--- src/rtl/vga_mode_pkg.sv ---
// rtl/vga_mode_pkg.sv - shared FSM states and mode-field width defaults for the VGA sync generator
// Contents:
//   vga_state_e      - IDLE / RUN state encoding
//   VGA_*_DEFAULT    - default bits-per-colour and axis counter/mode widths
package vga_mode_pkg;

  typedef enum logic {
    ST_IDLE = 1'b0,
    ST_RUN  = 1'b1
  } vga_state_e;

  localparam int VGA_BPC_DEFAULT = 4;
  localparam int VGA_HW_DEFAULT  = 12;
  localparam int VGA_VW_DEFAULT  = 12;

endpackage

--- src/rtl/vga_axis_counter.sv ---
// rtl/vga_axis_counter.sv - one raster axis: wrapping position counter plus region compares
// Ports:
//   i_clk, i_rst_n      - clock, asynchronous active-low reset
//   i_clr               - force count to 0 (wins over i_inc)
//   i_inc               - advance count, wrapping from i_raw-1 to 0
//   i_active            - first position outside the active region
//   i_porch, i_synch    - sync region is i_porch <= count < i_synch
//   i_raw               - axis length
//   o_last              - count is at i_raw-1
//   o_active, o_sync    - count lies in the active / sync region
module vga_axis_counter #(
  parameter int W = 12
) (
  input  logic         i_clk,
  input  logic         i_rst_n,
  input  logic         i_clr,
  input  logic         i_inc,
  input  logic [W-1:0] i_active,
  input  logic [W-1:0] i_porch,
  input  logic [W-1:0] i_synch,
  input  logic [W-1:0] i_raw,
  output logic         o_last,
  output logic         o_active,
  output logic         o_sync
);

  localparam logic [W-1:0] ONE = W'(1);

  logic [W-1:0] count_d;
  logic [W-1:0] count_q;

  // Wrapping on raw-1 keeps the count bounded, so no wider arithmetic is needed.
  assign o_last   = (count_q == (i_raw - ONE));
  assign o_active = (count_q < i_active);
  assign o_sync   = (count_q >= i_porch) && (count_q < i_synch);

  always_comb begin
    count_d = count_q;
    if (i_clr) begin
      count_d = '0;
    end else if (i_inc) begin
      count_d = o_last ? '0 : (count_q + ONE);
    end
  end

  always_ff @(posedge i_clk or negedge i_rst_n) begin
    if (!i_rst_n) begin
      count_q <= '0;
    end else begin
      count_q <= count_d;
    end
  end

endmodule

--- src/rtl/vga_sync_gen.sv ---
// rtl/vga_sync_gen.sv - VGA/HDMI raster timing generator with pixel request and aligned output
// Ports:
//   i_pixclk, i_reset_n          - pixel clock, asynchronous active-low reset
//   i_en                         - run request, sampled in IDLE and at frame boundaries
//   i_hm_* / i_vm_*              - width/height, sync start, sync end, total for each axis
//   i_pixel                      - pixel from the pattern source, one cycle after o_rd
//   o_rd, o_newline, o_newframe  - stage-1 pixel request and line/frame start strobes
//   o_hsync, o_vsync, o_de       - stage-2 sync outputs and data enable
//   o_pixel                      - i_pixel gated by o_de
module vga_sync_gen
  import vga_mode_pkg::*;
#(
  parameter int   BPC       = VGA_BPC_DEFAULT,
  parameter int   HW        = VGA_HW_DEFAULT,
  parameter int   VW        = VGA_VW_DEFAULT,
  parameter logic HSYNC_POL = 1'b0,
  parameter logic VSYNC_POL = 1'b0
) (
  input  logic             i_pixclk,
  input  logic             i_reset_n,
  input  logic             i_en,
  input  logic [HW-1:0]    i_hm_width,
  input  logic [HW-1:0]    i_hm_porch,
  input  logic [HW-1:0]    i_hm_synch,
  input  logic [HW-1:0]    i_hm_raw,
  input  logic [VW-1:0]    i_vm_height,
  input  logic [VW-1:0]    i_vm_porch,
  input  logic [VW-1:0]    i_vm_synch,
  input  logic [VW-1:0]    i_vm_raw,
  input  logic [3*BPC-1:0] i_pixel,
  output logic             o_rd,
  output logic             o_newline,
  output logic             o_newframe,
  output logic             o_hsync,
  output logic             o_vsync,
  output logic             o_de,
  output logic [3*BPC-1:0] o_pixel
);

  vga_state_e state_d, state_q;

  logic [HW-1:0] h_width_d, h_width_q, h_porch_d, h_porch_q;
  logic [HW-1:0] h_synch_d, h_synch_q, h_raw_d, h_raw_q;
  logic [VW-1:0] v_height_d, v_height_q, v_porch_d, v_porch_q;
  logic [VW-1:0] v_synch_d, v_synch_q, v_raw_d, v_raw_q;

  logic rd_d, rd_q, newline_d, newline_q, newframe_d, newframe_q;
  logic hs1_d, hs1_q, vs1_d, vs1_q;
  logic de_d, de_q, hs2_d, hs2_q, vs2_d, vs2_q;

  logic run, h_mode_ok, v_mode_ok, start_ok, frame_end, reload;
  logic h_last, h_act, h_sync, v_last, v_act, v_sync;

  assign run = (state_q == ST_RUN);

  assign h_mode_ok = (i_hm_width != '0) && (i_hm_width < i_hm_porch) &&
                     (i_hm_porch < i_hm_synch) && (i_hm_synch < i_hm_raw);
  assign v_mode_ok = (i_vm_height != '0) && (i_vm_height < i_vm_porch) &&
                     (i_vm_porch < i_vm_synch) && (i_vm_synch < i_vm_raw);
  assign start_ok  = i_en && h_mode_ok && v_mode_ok;
  assign frame_end = h_last && v_last;

  // Counters are held at zero in IDLE so RUN always begins at the raster origin.
  vga_axis_counter #(.W(HW)) u_hcnt (
    .i_clk    (i_pixclk),
    .i_rst_n  (i_reset_n),
    .i_clr    (!run),
    .i_inc    (run),
    .i_active (h_width_q),
    .i_porch  (h_porch_q),
    .i_synch  (h_synch_q),
    .i_raw    (h_raw_q),
    .o_last   (h_last),
    .o_active (h_act),
    .o_sync   (h_sync)
  );

  vga_axis_counter #(.W(VW)) u_vcnt (
    .i_clk    (i_pixclk),
    .i_rst_n  (i_reset_n),
    .i_clr    (!run),
    .i_inc    (run && h_last),
    .i_active (v_height_q),
    .i_porch  (v_porch_q),
    .i_synch  (v_synch_q),
    .i_raw    (v_raw_q),
    .o_last   (v_last),
    .o_active (v_act),
    .o_sync   (v_sync)
  );

  always_comb begin
    state_d    = state_q;
    reload     = 1'b0;
    h_width_d  = h_width_q;
    h_porch_d  = h_porch_q;
    h_synch_d  = h_synch_q;
    h_raw_d    = h_raw_q;
    v_height_d = v_height_q;
    v_porch_d  = v_porch_q;
    v_synch_d  = v_synch_q;
    v_raw_d    = v_raw_q;

    // Mode inputs are only looked at on entry and at frame boundaries, so
    // mid-frame changes cannot tear the raster.
    if (!run) begin
      if (start_ok) begin
        state_d = ST_RUN;
        reload  = 1'b1;
      end
    end else if (frame_end) begin
      reload = 1'b1;
      if (!start_ok) begin
        state_d = ST_IDLE;
      end
    end

    if (reload) begin
      h_width_d  = i_hm_width;
      h_porch_d  = i_hm_porch;
      h_synch_d  = i_hm_synch;
      h_raw_d    = i_hm_raw;
      v_height_d = i_vm_height;
      v_porch_d  = i_vm_porch;
      v_synch_d  = i_vm_synch;
      v_raw_d    = i_vm_raw;
    end

    // Stage 1: straight from the counters. Line/frame strobes are dropped
    // when the boundary sends us to IDLE, since no new line will follow.
    rd_d       = run && h_act && v_act;
    hs1_d      = run && h_sync;
    vs1_d      = run && v_sync;
    newline_d  = (!run && start_ok) || (run && h_last && (!frame_end || start_ok));
    newframe_d = (!run && start_ok) || (run && frame_end && start_ok);

    // Stage 2: lines up with the pixel returned by the source.
    de_d  = rd_q;
    hs2_d = hs1_q;
    vs2_d = vs1_q;
  end

  always_ff @(posedge i_pixclk or negedge i_reset_n) begin
    if (!i_reset_n) begin
      state_q    <= ST_IDLE;
      h_width_q  <= '0;
      h_porch_q  <= '0;
      h_synch_q  <= '0;
      h_raw_q    <= '0;
      v_height_q <= '0;
      v_porch_q  <= '0;
      v_synch_q  <= '0;
      v_raw_q    <= '0;
      rd_q       <= 1'b0;
      newline_q  <= 1'b0;
      newframe_q <= 1'b0;
      hs1_q      <= 1'b0;
      vs1_q      <= 1'b0;
      de_q       <= 1'b0;
      hs2_q      <= 1'b0;
      vs2_q      <= 1'b0;
    end else begin
      state_q    <= state_d;
      h_width_q  <= h_width_d;
      h_porch_q  <= h_porch_d;
      h_synch_q  <= h_synch_d;
      h_raw_q    <= h_raw_d;
      v_height_q <= v_height_d;
      v_porch_q  <= v_porch_d;
      v_synch_q  <= v_synch_d;
      v_raw_q    <= v_raw_d;
      rd_q       <= rd_d;
      newline_q  <= newline_d;
      newframe_q <= newframe_d;
      hs1_q      <= hs1_d;
      vs1_q      <= vs1_d;
      de_q       <= de_d;
      hs2_q      <= hs2_d;
      vs2_q      <= vs2_d;
    end
  end

  // Sync flops hold "active"; polarity is applied after them so reset gives
  // the inactive level without a clock edge.
  assign o_rd       = rd_q;
  assign o_newline  = newline_q;
  assign o_newframe = newframe_q;
  assign o_de       = de_q;
  assign o_hsync    = hs2_q ? HSYNC_POL : ~HSYNC_POL;
  assign o_vsync    = vs2_q ? VSYNC_POL : ~VSYNC_POL;
  assign o_pixel    = de_q ? i_pixel : '0;

endmodule

--- config.mk ---
export PLATFORM = sky130hd
export DESIGN_NAME = vga_sync_gen
export DESIGN_NICKNAME = d
export VERILOG_FILES = /design/src/rtl/vga_mode_pkg.sv /design/src/rtl/vga_axis_counter.sv /design/src/rtl/vga_sync_gen.sv
export SDC_FILE = /design/constraint.sdc
export NUM_CORES = 1
export LEC_CHECK = 0
export ABC_AREA = 0
export ABC_CLOCK_PERIOD_IN_PS = 3610
export CAP_MARGIN = 30
export CORE_ASPECT_RATIO = 1.5
export CORE_UTILIZATION = 45
export CTS_BUF_LIST = sky130_fd_sc_hd__clkbuf_4 sky130_fd_sc_hd__clkbuf_8
export DETAILED_ROUTE_END_ITERATION = 8
export PLACE_DENSITY = 0.68
export RECOVER_POWER = 25
export SLEW_MARGIN = 20
export SYNTH_ARGS = -nofsm -noshare
export SYNTH_HDL_FRONTEND = slang
export SYNTH_SLANG_ARGS = --single-unit
--- constraint.sdc ---
create_clock -name i_pixclk -period 3.61 [get_ports i_pixclk]
set_input_delay 0.5415 -clock i_pixclk [delete_from_list [all_inputs] [get_ports i_pixclk]]
set_output_delay 0.5415 -clock i_pixclk [all_outputs]
set_load 0.02 [all_outputs]
**Word level (Yosys, flattened, before mapping)**

Index checks and enable logic that the tools add are counted.

- Bits in registers: 129
- Output and inout port bits: 18
- Input port bits: 111
- Word-level logic and storage cells: 78

- Add/subtract/negate cells: 4
- Equal/unequal tests: 3
- $lt $le $gt $ge: 12
- Mux-type cells: 13
- Reductions and logical operators: 27

Operator list:

| kind | count |
|---|---|
| 12-bit < comparator | 10 |
| 12-bit 2-to-1 mux | 6 |
| 12-bit by 1-bit adder with 12-bit output, second input constant | 2 |
| 12-bit == test | 2 |
| 12-bit >= comparator | 2 |
| 12-bit nonzero test | 2 |
| 12-bit by 1-bit subtractor with 12-bit output, second input constant | 2 |
| 1-bit logical AND | 20 |
| 1-bit 2-to-1 mux | 7 |
| 1-bit logical OR | 3 |
| 1-bit logical NOT | 2 |
| 2-bit by 1-bit != test with 1-bit output, second input constant | 1 |

**Logic depth before layout (Yosys ltp)**

Gate-level depths: netlist (run 1).

- Word-level depth: 9
- Depth in mapped cells: 13
- Gate-level depth less buffers: 10

**By module**

Synthesis (run 1) repeated with hierarchy kept, for this count alone.

- Cell total of the unflattened synthesis: 954
- Area, all modules: 9,643.0 um2

Modules (own cells, without submodules):

| module | cells an instance | times used | seq. area each (um2) | area each (um2) |
|---|---|---|---|---|
| vga_sync_gen | 474 | 1 | 2,627.5 | 5,779.3 |
| vga_axis_counter | 240 | 2 | 300.3 | 1,931.9 |

**Worst setup path after synthesis (run 1)**

No wires, ideal clock.

- Path type: register -> register
- Start point: reg h_raw_q[3]
- End point: reg v_synch_q[0]
- Buffers on the path: 3
- Cell stages (with the launch flop): 12
- Arrival: 2,747 ps
- Setup slack: 735 ps
- Library setup time: 128 ps
- Path through: dfrtp_1 -> buf_6 -> or4_4 -> nor4_2 -> nor3_1 -> nor2_1 -> nand4bb_1 -> or4b_1 -> o21a_1 -> buf_6 -> buf_6 -> mux2_1

- Cells in the longest elaborated chain, start to end: 5

Ends and longest elaborated chain:

| what | line | RTL |
|---|---|---|
| from (decl) | vga_sync_gen.sv:43 | `logic [HW-1:0] h_synch_d, h_synch_q, h_raw_d, h_raw_q;` |
| from (signal assigned) | vga_sync_gen.sv:167 | `h_raw_q <= h_raw_d;` |
| 12-bit by 1-bit subtractor with 12-bit output | vga_axis_counter.sv:33 | `assign o_last = (count_q == (i_raw - ONE));` |
| 12-bit == test | vga_axis_counter.sv:33 |  |
| 1-bit logical AND | vga_sync_gen.sv:61 | `assign frame_end = h_last && v_last;` |
| 1-bit 2-to-1 mux | vga_sync_gen.sv:111 | `end else if (frame_end) begin` |
| 1-bit 2-to-1 mux | vga_sync_gen.sv:106 | `if (!run) begin` |
| to (signal assigned) | vga_sync_gen.sv:170 | `v_synch_q <= v_synch_d;` |
| to (decl) | vga_sync_gen.sv:45 | `logic [VW-1:0] v_synch_d, v_synch_q, v_raw_d, v_raw_q;` |

No other way between the ends.
A chain may end at the register's enable or synchronous reset.

**Worst setup path after layout (run 1)**

- Start point: reg h_raw_q[0]
- End point: reg v_height_q[9]

- Cells in the longest elaborated chain, start to end: 5

Ends and longest elaborated chain:

| what | line | RTL |
|---|---|---|
| 12-bit by 1-bit subtractor with 12-bit output | vga_axis_counter.sv:33 |  |
| 12-bit == test | vga_axis_counter.sv:33 |  |
| 1-bit logical AND | vga_sync_gen.sv:61 |  |
| 1-bit 2-to-1 mux | vga_sync_gen.sv:111 |  |
| 1-bit 2-to-1 mux | vga_sync_gen.sv:106 |  |
| to (signal assigned) | vga_sync_gen.sv:168 | `v_height_q <= v_height_d;` |
| to (decl) | vga_sync_gen.sv:44 | `logic [VW-1:0] v_height_d, v_height_q, v_porch_d, v_porch_q;` |

No other way between the ends.

==> flow_metrics.py, run 1 <==
metrics = {
    "status": {
        "failed_checks": "capacitance limit, slew limit",
        "outcome": "finished, violations left",
    },
    "setup_path": {
        "path_cells": "nor3_1 > a211oi_1 > or3_1 > nor2_1 > nand4bb_1 > or4b_1 > o21a_4 > buf_12 > mux2_1",
        "cp.arrival_ns": 3.65,
        "r2r-end": "v_height_q[9]$_DFFE_PN0P_",
        "r2r-start": "h_raw_q[0]$_DFFE_PN0P_",
        "cp_slowest_cell": "or4b_1",
        "startpoint": "h_raw_q[0]$_DFFE_PN0P_",
        "critical_path_class": "reg -> reg",
        "critPathMaxFanout": 25,
        "end_kind": "register",
        "required_ns": 3.94,
        "start_kind": "register",
        "crit_end": "v_height_q[9]$_DFFE_PN0P_",
        "critPathMaxStageDelay_ns": 0.59,
        "reg2reg_slack_ns": 0.29,
        "rr_worst_depth": 9,
    },
    "final_layout": {
        "nNetsFinal": 1355,
        "mostFrequentLayoutCells": "inv_1, ha_1, dfrtp_1",
        "multi_input_area_um2": 5354,
        "final_common_cell": "inv_1",
        "post-route-util_pct": 56.23,
        "seqCellArea_um2": 3228,
        "syn_to_final_growth_pct": 22.91,
        "layoutNonFillerInstCount": 1380,
        "antennaDiodeCount": 0,
        "fillerInstances": 1854,
        "drive_above_1_share_pct": 5.735,
    },
    "floorplanning": {
        "die_h_um": 178.1,
        "row_count": 64,
        "io_pins": 129,
        "start_util_pct": 45.75,
        "dieArea_um2": 21270,
        "die_width_um": 119.4,
        "core_area_um2": 20340,
    },
    "sta": {
        "worst_pin_slew_ns": 1.654,
        "rsz0062_at_grt": "no",
        "whs_ns": 0.3496,
        "finalCritPeriodShare_pct": 91.85,
        "fin_setup_tns_ns": 0,
        "skew_ns": 0.01388,
        "fmax_mhz": 301.6,
        "setup_violations": 0,
        "finalHoldViolCount": 0,
        "slew_headroom_pct": -10.26,
        "maxSlewViolCount": 132,
        "period_needed_ns": 3.316,
    },
    "logic_synthesis": {
        "async_reset_ff_share_pct": 100.0,
        "yosysSeqAreaShare_pct": 34.69,
        "ys.flop_type": "dfrtp_1",
        "syn_inst": 951,
        "synth_top_area_share_pct": 34.69,
        "syn_nets": 1200,
        "synth_top_cell_by_area": "dfrtp_1",
        "yosys.cell_types.count": 57,
        "synth_edf_count": 0,
        "ys_warn_count": 0,
        "syn_area_per_cell_um2": 9.785,
        "yosys-top-cells-area": "dfrtp_1, ha_1, inv_1",
        "synth.ff_latch_count": 129,
        "netlist_area_um2": 9305,
    },
    "global_routing": {
        "antenna_found_initial": 0,
        "first_global_vias": 7641,
        "grt_pass1_wl_um": 39470,
        "grt_usage_pct": 24.60,
        "grt_start_max_net_pins": 71,
        "grt_overflow": 0,
    },
    "clock_network": {
        "holdBufCountCts": 0,
        "clkLatencyLatePin_ns": 0.46,
        "cts_resized": 0,
        "cts_root_buf": "clkbuf_8",
        "postCtsSetupBuffers": 0,
        "cts_max_path_buffers": 2,
        "clk_pin_slew_worst_paths_ns": 0.07,
        "cts-htree-levels": 4,
        "cts_tree": "yes",
        "numClockSinks": 129,
        "numCtsBuffers": 17,
    },
    "pwr": {
        "power.internal_mw": 2.785,
        "cellLeakagePower_nw": 5.983,
        "power_frac_seq_pct": 42.4,
        "clkPwrFrac_pct": 34.3,
        "switching_share_pct": 29.71,
        "combPwrFrac_pct": 23.4,
        "report.power.total_mw": 3.963,
        "vdd_drop_max_mv": 0.2083,
        "power_density_nw_per_um2": 346.5,
        "p_sw_mw": 1.177,
    },
    "placement": {
        "gp_congestion": 0.9114,
        "dp_cells": 1351,
        "dpl.hpwl_um": 20170,
        "numPortBuffers": 128,
    },
    "detailed_routing": {
        "drc": 0,
        "num_vias": 7387,
        "postRouteWirelength_um": 24830,
        "first_iter_violations": 329,
        "avgViaCountPerCell": 5.353,
        "ant_nets": 0,
        "wire_per_inst_um": 17.99,
        "first_pass_iters": 4,
    },
    "run": {
        "cap_violations": 2,
    },
    "hold_path": {
        "min_path_type": "reg -> reg",
    },
}
area by class of cell:
type | count | share of cell area (%)
clock inverter | 5 | 0.8752
sequential | 129 | 28.22
clock buffer | 24 | 2.833
multi-input combinational | 652 | 46.81
inverter | 149 | 4.890
tap | 264 | 2.888
timing repair buffer | 157 | 13.48
flip-flops by register name (all words and copies together), names as in the netlist, 12 cells and up:
register	count
u_hcnt.count_q	12
v_synch_q	12
h_synch_q	12
h_raw_q	12
v_porch_q	12
v_height_q	12
v_raw_q	12
h_porch_q	12
h_width_q	12
u_vcnt.count_q	12
Yosys cell counts (all sizes together), types with 13 or more instances:
cell and n:
nor2 59, a21oi 36, nand2 30, a21o 19, nand2b 16, inv 149
and2 14, nand4 15, mux2i 51, ha 138, o21ai 29, buf 14
dfrtp 129, and3 13, mux2 47, nand3 16, nor3 15, xor2 27
nor4 20, xnor2 18
worst min path at each step:
stage,start,to,slack [ns],cells past startpoint
3_5_place_dp,vs1_q$_DFF_PN0_,vs2_q$_DFF_PN0_,0.33,0
6_report,vs1_q$_DFF_PN0_,vs2_q$_DFF_PN0_,0.35,0
5_1_grt,hs1_q$_DFF_PN0_,hs2_q$_DFF_PN0_,0.36,0
4_1_cts,i_reset_n,v_synch_q[0]$_DFFE_PN0P_,0.08,1
2_1_floorplan,i_reset_n,h_porch_q[0]$_DFFE_PN0P_,0.25,0
3_3_place_gp,hs1_q$_DFF_PN0_,hs2_q$_DFF_PN0_,0.33,0
critical path, delay by kind of cell, from the launching register on:
family                 cells  cell delay (ns)
multiplexers               1             0.33
flip-flops                 1             0.43
buffers and inverters      1             0.19
AO/OA/AOI/OAI              2             0.34
AND/OR/NAND/NOR            5             1.91
routing by layer:
layer  up-vias  track usage, %  routed length, um
met5         -               0                  0
met4         0           12.14                986
met1      3554           25.99               9361
met2       168           47.02              13610
li1       3609               -                  -
met3        56           3.740                869
through the flow:
step / setup WS (ns) / instance area (um2)
after global routing: 0.1524 / 11440
after global placement: 0.07345 / 11030
after detailed placement: 0.003349 / 11030
after CTS: 0.2753 / 11460
after floorplan: 0.7353 / 9305
final: 0.2942 / 11440
power groups by stage:
stage / Combinational [mW] / Sequential [mW] / Clock, mW
2_1_floorplan: 0.557 / 1.65 / 0
3_3_place_gp: 0.907 / 1.70 / 0
3_5_place_dp: 0.929 / 1.70 / 0
4_1_cts: 0.939 / 1.68 / 1.39
5_1_grt: 1.05 / 1.69 / 1.45
6_report: 0.925 / 1.68 / 1.36
kinds of logic after synthesis:
kind of cell | synth area share [%]
adders and majority gates | 18.66
and+or+nand+nor | 13.42
xor gates and xnor gates | 4.478
AOI/OAI and AO/OA | 9.722
muxes | 11.17
DFF | 34.69
buffers and inverters | 7.853
Note: power is estimated with default switching activity, not from simulation.
==> inputs of run 2 (changes only) <==
- CTS_BUF_LIST: sky130_fd_sc_hd__clkbuf_4 sky130_fd_sc_hd__clkbuf_8 -> sky130_fd_sc_hd__clkbuf_4
==> flow_metrics.py, run 2 (synthesis results as in run 1) <==
metrics = {
    "clock_network": {
        "cts_max_path_buffers": 2,
        "postCtsSetupBuffers": 0,
        "numCtsBuffers": 17,
        "clkLatencyLatePin_ns": 0.57,
        "cts-htree-levels": 4,
        "cts_tree": "yes",
        "cts_root_buf": "clkbuf_4",
        "clk_pin_slew_worst_paths_ns": 0.11,
        "numClockSinks": 129,
    },
    "final_layout": {
        "mostFrequentLayoutCells": "inv_1, ha_1, dfrtp_1",
        "post-route-util_pct": 55.49,
        "layoutNonFillerInstCount": 1382,
        "drive_above_1_share_pct": 5.192,
        "syn_to_final_growth_pct": 21.29,
        "nNetsFinal": 1356,
        "final_common_cell": "inv_1",
        "fillerInstances": 1885,
    },
    "placement": {
        "numPortBuffers": 128,
        "dp_cells": 1351,
        "gp_congestion": 0.9114,
        "pre_cts_slack_ns": 0.003349,
        "dpl.hpwl_um": 20170,
    },
    "global_routing": {
        "grt_start_max_net_pins": 71,
        "first_global_vias": 7651,
        "grt_pass1_wl_um": 39400,
        "grt_overflow": 0,
        "antenna_found_initial": 1,
        "grt_usage_pct": 24.50,
    },
    "setup_path": {
        "reg2reg_slack_ns": 0.26,
        "end_kind": "register",
        "rr_worst_depth": 9,
        "critical_path_class": "reg -> reg",
        "cp.arrival_ns": 3.78,
        "r2r-start": "h_raw_q[2]$_DFFE_PN0P_",
        "r2r-end": "v_height_q[9]$_DFFE_PN0P_",
        "critPathMaxFanout": 25,
        "start_kind": "register",
        "required_ns": 4.05,
    },
    "hold_path": {
        "min_from": "vs1_q$_DFF_PN0_",
        "min_path_type": "reg -> reg",
        "holdPathEnd": "vs2_q$_DFF_PN0_",
        "holdPathStages": 0,
    },
    "pwr": {
        "vdd_drop_max_mv": 0.1988,
        "clkPwrFrac_pct": 27.6,
        "report.power.total_mw": 3.595,
        "power_frac_seq_pct": 46.7,
        "cellLeakagePower_nw": 5.910,
        "switching_share_pct": 31.68,
        "p_sw_mw": 1.139,
        "power_density_nw_per_um2": 318.5,
        "power.internal_mw": 2.456,
        "combPwrFrac_pct": 25.7,
    },
    "status": {
        "outcome": "finished, violations left",
        "failed_checks": "capacitance limit, slew limit",
    },
    "detailed_routing": {
        "ant_nets": 0,
        "first_iter_violations": 316,
        "num_vias": 7393,
        "avgViaCountPerCell": 5.349,
        "drc": 0,
        "wire_per_inst_um": 17.89,
        "first_pass_iters": 5,
        "postRouteWirelength_um": 24720,
    },
    "floorplanning": {
        "dieArea_um2": 21270,
        "start_util_pct": 45.75,
        "io_pins": 129,
        "die_width_um": 119.4,
        "core_area_um2": 20340,
        "row_count": 64,
        "die_h_um": 178.1,
    },
    "sta": {
        "fin_setup_tns_ns": 0,
        "setup_violations": 0,
        "fmax_mhz": 298.8,
        "finalCritPeriodShare_pct": 92.69,
        "maxSlewViolCount": 61,
        "period_needed_ns": 3.346,
        "finalHoldViolCount": 0,
        "rsz0062_at_grt": "no",
        "setup_ws_ns": 0.2638,
        "slew_headroom_pct": -6.521,
        "skew_ns": 0.02165,
        "worst_pin_slew_ns": 1.598,
    },
    "run": {
        "cap_violations": 1,
    },
}
run 2: changes by cell type in the layout (fill, tap and decap cells not counted):
cell and change:
diode_2 +1, clkinv_1 +6, dlygate4sd3_1 +1, clkbuf_4 +18
clkbuf_8 -23, buf_2 -1
run 2: how the worst max path moves through the flow:
stage | startpoint | to | slack, ns
global route | h_raw_q[2]$_DFFE_PN0P_ | v_height_q[5]$_DFFE_PN0P_ | 0.14
finish | h_raw_q[2]$_DFFE_PN0P_ | v_height_q[9]$_DFFE_PN0P_ | 0.26
global placement | i_hm_synch[11] | v_raw_q[3]$_DFFE_PN0P_ | 0.07
CTS | h_raw_q[2]$_DFFE_PN0P_ | v_height_q[9]$_DFFE_PN0P_ | 0.27
detailed placement | i_hm_synch[11] | v_height_q[9]$_DFFE_PN0P_ | 0.003
floorplan | h_raw_q[3]$_DFFE_PN0P_ | v_synch_q[0]$_DFFE_PN0P_ | 0.74
run 2: metrics by stage:
step	hold slack (ns)	cell area, um2
finish	0.3569	11290
global route	0.3718	11290
CTS	0.3588	11300
detailed placement	0.3347	11030
global placement	0.3334	11030
floorplan	0.2459	9305
run 2: power by group through the flow:
stage	sequential, mW	clock (mW)	combinational, mW
after global routing	1.69	1.08	1.05
after detailed placement	1.70	0	0.929
after global placement	1.70	0	0.907
after CTS	1.68	1.02	0.938
after floorplan	1.65	0	0.557
final	1.68	0.994	0.924
run 2: final cells by class:
class | count | area [um2] | area share, %
antenna | 1 | 2.502 | 0.02217
clock buffer | 18 | 135.1 | 1.197
clock inverter | 11 | 122.6 | 1.086
inverter | 149 | 559.3 | 4.956
multi-input combinational | 652 | 5354 | 47.44
sequential | 129 | 3228 | 28.60
tap | 264 | 330.3 | 2.927
timing repair buffer | 158 | 1554 | 13.77
run 2: worst max-delay path, stage by stage (launching register included):
cell and delay (ns):
dfrtp_1 0.47, nor3_1 0.51, a211oi_1 0.15, or3_1 0.41, nor2_1 0.12, nand4bb_1 0.25
or4b_1 0.59, o21a_4 0.19, buf_12 0.19, mux2_1 0.33
run 2: routing by layer:
metal / routed length [um] / global-route usage (%)
met1: 9517 / 26.09
met2: 13660 / 47.53
met3: 687 / 3.389
met4: 857 / 10.63
met5: 0 / 0
run 2: repair_timing:
item | CTS | global route
resized for setup | 0 | 0
hold buffers | 1 | 0
hold endpoints to repair | 59 | 0
==> inputs of run 3 (changes only) <==
- RECOVER_POWER: 25 -> not set
==> flow_metrics.py, run 3 (synthesis results as in run 1) <==
metrics = {
    "status": {
        "outcome": "complete, no violations",
    },
    "setup_path": {
        "r2r-start": "h_raw_q[2]$_DFFE_PN0P_",
        "required_ns": 4.05,
        "cp.arrival_ns": 3.78,
        "startpoint": "h_raw_q[2]$_DFFE_PN0P_",
        "end_kind": "register",
        "start_kind": "register",
        "critical_path_class": "reg -> reg",
        "critPathMaxFanout": 25,
    },
    "clock_network": {
        "numCtsBuffers": 17,
        "clkLatencyLatePin_ns": 0.57,
        "clk_pin_slew_worst_paths_ns": 0.11,
        "cts_root_buf": "clkbuf_4",
        "cts_tree": "yes",
        "cts-htree-levels": 4,
        "cts_max_path_buffers": 2,
        "numClockSinks": 129,
    },
    "final_layout": {
        "layoutNonFillerInstCount": 1382,
        "drive_above_1_share_pct": 5.192,
        "nNetsFinal": 1356,
        "syn_to_final_growth_pct": 21.49,
        "final_common_cell": "inv_1",
        "mostFrequentLayoutCells": "inv_1, ha_1, dfrtp_1",
        "fillerInstances": 1882,
    },
    "sta": {
        "slew_headroom_pct": 57.98,
        "setup_violations": 0,
        "rsz0062_at_grt": "no",
        "fin_setup_tns_ns": 0,
        "finalHoldViolCount": 0,
        "finalCritPeriodShare_pct": 92.68,
        "worst_pin_slew_ns": 0.6255,
        "fmax_mhz": 298.9,
        "period_needed_ns": 3.346,
        "skew_ns": 0.02256,
        "maxSlewViolCount": 0,
    },
    "placement": {
        "gp_congestion": 0.9114,
        "dp_cells": 1351,
        "dpl.hpwl_um": 20170,
        "numPortBuffers": 128,
    },
    "pwr": {
        "vdd_drop_max_mv": 0.1993,
        "power_density_nw_per_um2": 318.4,
        "report.power.total_mw": 3.599,
        "cellLeakagePower_nw": 5.917,
    },
    "detailed_routing": {
        "wire_per_inst_um": 17.89,
        "drc": 0,
        "first_iter_violations": 309,
        "first_pass_iters": 4,
        "num_vias": 7356,
        "avgViaCountPerCell": 5.323,
        "ant_nets": 0,
        "postRouteWirelength_um": 24720,
    },
    "floorplanning": {
        "row_count": 64,
        "die_width_um": 119.4,
        "core_area_um2": 20340,
        "dieArea_um2": 21270,
        "start_util_pct": 45.75,
        "io_pins": 129,
        "die_h_um": 178.1,
    },
    "global_routing": {
        "grt_start_max_net_pins": 71,
        "antenna_found_initial": 1,
        "first_global_vias": 7651,
        "grt_overflow": 0,
        "grt_usage_pct": 24.50,
        "grt_pass1_wl_um": 39400,
    },
    "run": {
        "cap_violations": 0,
    },
    "hold_path": {
        "min_path_type": "reg -> reg",
        "min_from": "vs1_q$_DFF_PN0_",
    },
}
-- run 3: changes by cell type in the layout (fill, tap and decap cells not counted) --
cell,delta
buf_6,+1
buf_12,+1
clkbuf_2,-1
clkbuf_4,-1
-- run 3: power breakdown --
group          switching [mW]  leakage, nW  internal, mW
clock                   0.536        0.142         0.460
combinational           0.465         4.23         0.462
sequential              0.140         1.55          1.54
total                    1.14         5.92          2.46
-- run 3: routing by layer --
metal,global-route usage [%],share of wire [%],routed length (um),vias to the layer above
met2,47.53,55,13650,152
met3,3.389,3.0,731,52
li1,-,-,-,3618
met5,0,0,0,-
met1,26.09,38,9488,3534
met4,10.63,3.4,852,0
-- run 3: area by class of cell --
| type | instances | area [um2] | share of cell area (%) |
|---|---|---|---|
| Antenna cell | 1 | 2.502 | 0.02214 |
| Clock buffer | 18 | 135.1 | 1.195 |
| Clock inverter | 11 | 122.6 | 1.085 |
| Inverter | 149 | 559.3 | 4.947 |
| Multi-Input combinational cell | 652 | 5354 | 47.36 |
| Sequential cell | 129 | 3228 | 28.56 |
| Tap cell | 264 | 330.3 | 2.922 |
| Timing Repair Buffer | 158 | 1573 | 13.91 |
-- run 3: path summary, 6_finish.rpt --
| path | to | slack, ns | depth (start not counted) |
|---|---|---|---|
| setup / recovery | v_height_q[9]$_DFFE_PN0P_ | 0.26 | 9 |
| min in group asynchronous | v_synch_q[0]$_DFFE_PN0P_ | 0.52 | 2 |
| hold reg to reg | vs2_q$_DFF_PN0_ | 0.36 | 0 |
| max in group asynchronous | h_raw_q[6]$_DFFE_PN0P_ | 2.26 | 3 |
| setup reg to reg | v_height_q[9]$_DFFE_PN0P_ | 0.26 | 9 |
| hold / removal | vs2_q$_DFF_PN0_ | 0.36 | 0 |
-- run 3: per-stage QoR --
step                      setup WS [ns]  util (%)  hold slack (ns)  area [um2]
after global routing             0.1370     55.58           0.3718       11300
final                            0.2643     55.58           0.3569       11300
after CTS                        0.2717     55.57           0.3588       11300
after floorplan                  0.7353         -           0.2459        9305
after detailed placement       0.003349     54.25           0.3347       11030
after global placement          0.07345     54.25           0.3334       11030
-- run 3: timing repair --
action                    in CTS  in global routing
setup buffers                  0                  0
hold endpoints to repair      59                  0
resized for setup              0                  0
hold buffers                   1                  0
-- run 3: worst max-delay path: stages (launching register included) --
cell and delay [ns]:
dfrtp_1 0.47, nor3_1 0.51, a211oi_1 0.15, or3_1 0.41, nor2_1 0.12, nand4bb_1 0.26
or4b_1 0.60, o21a_4 0.19, buf_12 0.19, mux2_1 0.32
